$ cat src/rtl/uart_tx_core_if.sv
// UART transmitter request/line bundle.
// The producer (master) drives tx_en/din and watches busy_tx; the transmitter
// (slave) drives the serial line sout and busy_tx.
interface uart_tx_core_if;
    logic       tx_en;
    logic [7:0] din;
    logic       sout;
    logic       busy_tx;

    modport master (output tx_en, output din, input sout, input busy_tx);
    modport slave  (input tx_en, input din, output sout, output busy_tx);
endinterface

$ cat src/rtl/uart_tx_core.sv
// UART transmitter core: one byte per request, LSB first, idle-high line.
// Default framing is 8N1. Defining UART_TX_PARITY_EN inserts an even parity
// bit after the data bits (8E1).
//
// state    | meaning
// ---------+--------------------------------------------------------------
// S_IDLE   | line high, not busy, waiting for tx_en
// S_START  | start bit (low) for CLKS_PER_BIT cycles
// S_DATA   | 8 data bits, LSB first, each CLKS_PER_BIT cycles
// S_PARITY | even parity bit (UART_TX_PARITY_EN builds only)
// S_STOP   | stop bit (high); busy_tx drops on the edge back into S_IDLE
module uart_tx_core #(
    parameter int unsigned CLKS_PER_BIT = 8
) (
    input  logic          fpga_clk,
    input  logic          nrst,
    uart_tx_core_if.slave tx_if
);

    localparam int unsigned      DIV_W    = $clog2(CLKS_PER_BIT);
    localparam logic [DIV_W-1:0] DIV_LAST = DIV_W'(CLKS_PER_BIT - 1);
    localparam logic [DIV_W-1:0] DIV_ONE  = DIV_W'(1);

`ifdef UART_TX_PARITY_EN
    typedef enum logic [2:0] {S_IDLE, S_START, S_DATA, S_PARITY, S_STOP} state_t;
`else
    typedef enum logic [1:0] {S_IDLE, S_START, S_DATA, S_STOP} state_t;
`endif

    state_t           state_q, state_d;
    logic [DIV_W-1:0] div_q, div_d;
    logic [2:0]       bit_idx_q, bit_idx_d;
    logic [7:0]       shift_q, shift_d;
    logic             sout_q, sout_d;
    logic             busy_q, busy_d;
    logic             bit_end;
`ifdef UART_TX_PARITY_EN
    logic             parity_q, parity_d;
`endif

    // Next-state and next-output decode; outputs are computed one cycle ahead
    // so that sout/busy_tx come straight from flops.
    always_comb begin
        state_d   = state_q;
        div_d     = div_q;
        bit_idx_d = bit_idx_q;
        shift_d   = shift_q;
        sout_d    = sout_q;
        busy_d    = busy_q;
`ifdef UART_TX_PARITY_EN
        parity_d  = parity_q;
`endif
        bit_end   = (div_q == DIV_LAST);

        case (state_q)
            S_IDLE: begin
                sout_d    = 1'b1;
                busy_d    = 1'b0;
                div_d     = '0;
                bit_idx_d = '0;
                if (tx_if.tx_en) begin
                    shift_d = tx_if.din;
`ifdef UART_TX_PARITY_EN
                    parity_d = ^tx_if.din;
`endif
                    state_d = S_START;
                    sout_d  = 1'b0;
                    busy_d  = 1'b1;
                end
            end
            S_START: begin
                if (bit_end) begin
                    div_d     = '0;
                    bit_idx_d = '0;
                    state_d   = S_DATA;
                    sout_d    = shift_q[0];
                end else begin
                    div_d = div_q + DIV_ONE;
                end
            end
            S_DATA: begin
                if (bit_end) begin
                    div_d = '0;
                    if (bit_idx_q == 3'd7) begin
`ifdef UART_TX_PARITY_EN
                        state_d = S_PARITY;
                        sout_d  = parity_q;
`else
                        state_d = S_STOP;
                        sout_d  = 1'b1;
`endif
                    end else begin
                        // shift register always presents the current bit at [0]
                        bit_idx_d = bit_idx_q + 3'd1;
                        shift_d   = {1'b0, shift_q[7:1]};
                        sout_d    = shift_q[1];
                    end
                end else begin
                    div_d = div_q + DIV_ONE;
                end
            end
`ifdef UART_TX_PARITY_EN
            S_PARITY: begin
                if (bit_end) begin
                    div_d   = '0;
                    state_d = S_STOP;
                    sout_d  = 1'b1;
                end else begin
                    div_d = div_q + DIV_ONE;
                end
            end
`endif
            S_STOP: begin
                if (bit_end) begin
                    div_d   = '0;
                    state_d = S_IDLE;
                    sout_d  = 1'b1;
                    busy_d  = 1'b0;
                end else begin
                    div_d = div_q + DIV_ONE;
                end
            end
            default: begin
                state_d = S_IDLE;
                sout_d  = 1'b1;
                busy_d  = 1'b0;
                div_d   = '0;
            end
        endcase
    end

    // FSM and output registers; reset aborts any frame and parks the line high.
    always_ff @(posedge fpga_clk or negedge nrst) begin
        if (!nrst) begin
            state_q   <= S_IDLE;
            div_q     <= '0;
            bit_idx_q <= '0;
            shift_q   <= '0;
            sout_q    <= 1'b1;
            busy_q    <= 1'b0;
`ifdef UART_TX_PARITY_EN
            parity_q  <= 1'b0;
`endif
        end else begin
            state_q   <= state_d;
            div_q     <= div_d;
            bit_idx_q <= bit_idx_d;
            shift_q   <= shift_d;
            sout_q    <= sout_d;
            busy_q    <= busy_d;
`ifdef UART_TX_PARITY_EN
            parity_q  <= parity_d;
`endif
        end
    end

    assign tx_if.sout    = sout_q;
    assign tx_if.busy_tx = busy_q;

endmodule

$ cat src/flat_wrapper.sv
// flat-port wrapper written by rule: the top's interface ports become plain ports
module uart_tx_core_flat 
#(
    parameter int unsigned CLKS_PER_BIT = 8
)
  (fpga_clk, nrst, tx_if_tx_en, tx_if_din, tx_if_sout, tx_if_busy_tx);
  uart_tx_core_if tx_if_i ();
  input  logic fpga_clk;
  input  logic nrst;
  input wire logic [$bits(tx_if_i.tx_en)-1:0] tx_if_tx_en;
  input wire logic [$bits(tx_if_i.din)-1:0] tx_if_din;
  output wire logic [$bits(tx_if_i.sout)-1:0] tx_if_sout;
  output wire logic [$bits(tx_if_i.busy_tx)-1:0] tx_if_busy_tx;
  assign tx_if_i.tx_en = tx_if_tx_en;
  assign tx_if_i.din = tx_if_din;
  assign tx_if_sout = tx_if_i.sout;
  assign tx_if_busy_tx = tx_if_i.busy_tx;
  uart_tx_core #(.CLKS_PER_BIT(CLKS_PER_BIT)) u_core (.fpga_clk(fpga_clk), .nrst(nrst), .tx_if(tx_if_i));
endmodule
$ cat config.mk
export PLATFORM = sky130hd
export DESIGN_NAME = uart_tx_core_flat
export DESIGN_NICKNAME = d
export VERILOG_FILES = /design/src/rtl/uart_tx_core_if.sv /design/src/rtl/uart_tx_core.sv /design/src/flat_wrapper.sv
export SDC_FILE = /design/constraint.sdc
export NUM_CORES = 1
export LEC_CHECK = 0
export ABC_AREA = 1
export CELL_PAD_IN_SITES_DETAIL_PLACEMENT = 0
export CELL_PAD_IN_SITES_GLOBAL_PLACEMENT = 2
export CORE_MARGIN = 4
export CORE_UTILIZATION = 32
export DETAILED_ROUTE_END_ITERATION = 7
export PLACE_DENSITY = 0.78
export SLEW_MARGIN = 0
export SYNTH_ARGS = -nofsm -noshare
export SYNTH_HDL_FRONTEND = slang
export SYNTH_SLANG_ARGS = --single-unit
$ cat constraint.sdc
create_clock -name fpga_clk -period 2.2 [get_ports fpga_clk]
set_clock_uncertainty 0.2 [all_clocks]
set_input_delay 0.44 -clock fpga_clk [delete_from_list [all_inputs] [get_ports fpga_clk]]
set_output_delay 0.44 -clock fpga_clk [all_outputs]
set_load 0.01 [all_outputs]
==> metrics.cfg <==
[floorplanning]
initial_utilization = 0.345
core_um2 = 2850
rows = 19
io_pins = 13
die-width_um = 63.4
die_area_um2 = 4020
die_h_um = 63.4

[yosys]
yosysSeqAreaShare = 0.459
synth_area_per_cell_um2 = 8.55
synthArstFlopShare = 1.00
ys_ff_latch = 18
synthSimpleGateAreaFrac = 0.238
synth_cell_types = 21
synth_nets = 134
synthAdderAreaFrac = 0.102
ys.flop_type = dfrtp_1
synth_edf_count = 0
synth_top_family_by_area = simple AND/OR/NAND/NOR gates
ys_warn_count = 0
synth_top_area_frac = 0.433
syn_inst = 115
yosysTopAreaCell = dfrtp_1
synth_area_um2 = 983
muxShareOfSynthArea = 0
yosys-top-cells-area = dfrtp_1 (43%), nand2_1 (12%), ha_1 (10%)
synth-compound-area-share = 0.128
synth_xor_area_frac = 0

[grt]
antenna_found_initial = 0
grt_use_total = 0.110
grt_pass1_wl_mm = 3.48
grt_start_max_net_pins = 17
gr-total-overflow = 0
grt_pass1_vias = 760

[clock_network]
cts_made_buffers = 3
insertion_delay_ns = 0.29
postCtsHoldBufs = 0
cts.reportedPaths.clkPinSlew_ns = 0.11
cts_resized = 0
post_cts_buffers = 0
clockRootBuffer = clkbuf_4
cts_tree = done
cts_buffer_depth = 2
h-tree-depth = 1
numClockSinks = 18

[power_and_ir_drop]
ir_drop_v = 0.000413
leakage_nw = 0.589
power_density_nw_per_um2 = 1360

[route]
ant_nets = 0
wl_per_cell_um = 11.8
via_count = 735
drc_errors = 0
drt-initial-drc-count = 46
wirelength_mm = 1.89
dr.pass1.iters = 4
vias_per_cell = 4.57

[timing]
setup_viol = 0
max_freq_mhz = 496
slew-limit-headroom = 0.737
tightest_slew_ns = 0.394
fin_crit_ns = 2.02
grt_setup_unrepaired = no
hold_slack_ns = 0.189
period_share = 0.916
final.setup.tns_ns = 0
slew_viol_final = 0
finalHoldViolations = 0

[critical_path]
worst_setup_path_end_kind = primary output
crit_type = flip-flop to primary output
slowest_delay_ns = 0.55
crit_family = flip-flops
worst-endpoint-arrival_ns = 1.38
path_max_fanout = 2
path_buf_inv = 1
cp.required_ns = 1.56
cp-start-kind = flip-flop
cp_cell_sequence = clkdlybuf4s50_1
slowest_stage = dfstp_2

[placement]
gp_congestion = 0.735
port_buffers = 12
place_hpwl_mm = 1.45

[run]
drv_cap = 0

[finish]
nets = 150
drive_gt1_frac = 0.154
syn2layout_area_growth_pct = 18.3
antennaDiodeCount = 0
fill_cells = 311

[worst_hold_path]
min_path_type = input port to asynchronous set/reset pin

[run_status]
status = complete, no violations

## cell type report
class | instances | area (um2) | area share
tap | 31 | 38.8 | 0.0333
sequential | 18 | 452 | 0.388
clock buffer | 4 | 36.3 | 0.0312
multi-input combinational | 83 | 460 | 0.396
timing repair buffer | 14 | 135 | 0.116
inverter | 11 | 41.3 | 0.0355
## registers in the layout, indices dropped and copies added, names as in the netlist
signal and flops:
u_core.bit_idx_q 3, u_core.tx_if.busy_tx 1, u_core.div_q 3, u_core.shift_q 8, u_core.state_q 2, u_core.tx_if.sout 1
## per-layer routing
| metal | part of all wire | wire length (um) | up-vias | track usage |
|---|---|---|---|---|
| met3 | 0.024 | 45 | 2 | 0.0391 |
| li1 | - | - | 394 | - |
| met5 | 0 | 0 | - | 0 |
| met4 | 0.012 | 22 | 0 | 0.0243 |
| met2 | 0.44 | 840 | 5 | 0.173 |
| met1 | 0.52 | 985 | 334 | 0.143 |
## worst paths after layout
path	startpoint	to	slack (ns)	cells past startpoint
worst min-delay path	nrst	u_core.div_q[0]$_DFF_PN0_	0.19	1
worst max-delay path	u_core.tx_if.sout$_DFFE_PN1P_	tx_if_sout	0.18	1
min in group fpga_clk	u_core.div_q[0]$_DFF_PN0_	u_core.div_q[0]$_DFF_PN0_	0.24	1
max in group asynchronous	nrst	u_core.bit_idx_q[0]$_DFFE_PN0P_	1.13	2
worst min register to register	u_core.div_q[0]$_DFF_PN0_	u_core.div_q[0]$_DFF_PN0_	0.24	1
worst max register to register	u_core.state_q[0]$_DFFE_PN0P_	u_core.shift_q[5]$_DFFE_PN0P_	0.34	6
## metrics by stage
stage | std cells | cell area, um2 | setup WS, ns | total power [mW] | util
finish | 161 | 1160 | 0.185 | 1.59 | 0.408
global route | 161 | 1160 | 0.124 | 1.78 | 0.408
CTS | 161 | 1160 | 0.163 | 1.62 | 0.408
detailed placement | 157 | 1130 | 0.344 | 1.40 | 0.395
global placement | 157 | 1130 | 0.354 | 1.39 | 0.395
floorplan | 115 | 983 | 0.584 | 1.24 | -
## Yosys cell counts, types with 2 or more instances
| cell type | instances |
|---|---|
| nor2_1 | 7 |
| o21ai_1 | 6 |
| nand2_1 | 32 |
| inv_1 | 11 |
| o21ai_2 | 4 |
| nand3_1 | 4 |
| ha_1 | 8 |
| buf_6 | 2 |
| or2_2 | 6 |
| o21ai_0 | 7 |
| a21oi_1 | 2 |
| dfrtp_1 | 17 |
## power by group
part           total, mW  switching [mW]  leakage (nW)  internal, mW
logic              0.812           0.483         0.343         0.329
clock network      0.206           0.105        0.0210         0.101
registers          0.568          0.0794         0.225         0.489
total               1.59           0.667         0.589         0.919
## cell families (layout without fill, tap and decap cells)
kind of cell / after synthesis / after routing
AOI/OAI and AO/OA: 21 / 21
adders and majority gates: 8 / 8
buffers and inverters: 14 / 29
DFF: 18 / 18
and+or+nand+nor: 54 / 54
## layout by cell type (no fill, tap or decap), drive strengths merged
cell type / netlist / layout
nand2: 33 / 33
dfrtp: 17 / 17
o21ai: 17 / 17
clkdlybuf4s50: 0 / 12
inv: 11 / 11
ha: 8 / 8
nor2: 8 / 8
or2: 6 / 6
nand3: 4 / 4
clkbuf: 0 / 4
a21oi: 3 / 3
buf: 3 / 2
nor3: 1 / 1
nand4: 1 / 1
a21boi: 1 / 1
and2: 1 / 1
dfstp: 1 / 1
Note: power is estimated with default switching activity, not from simulation.
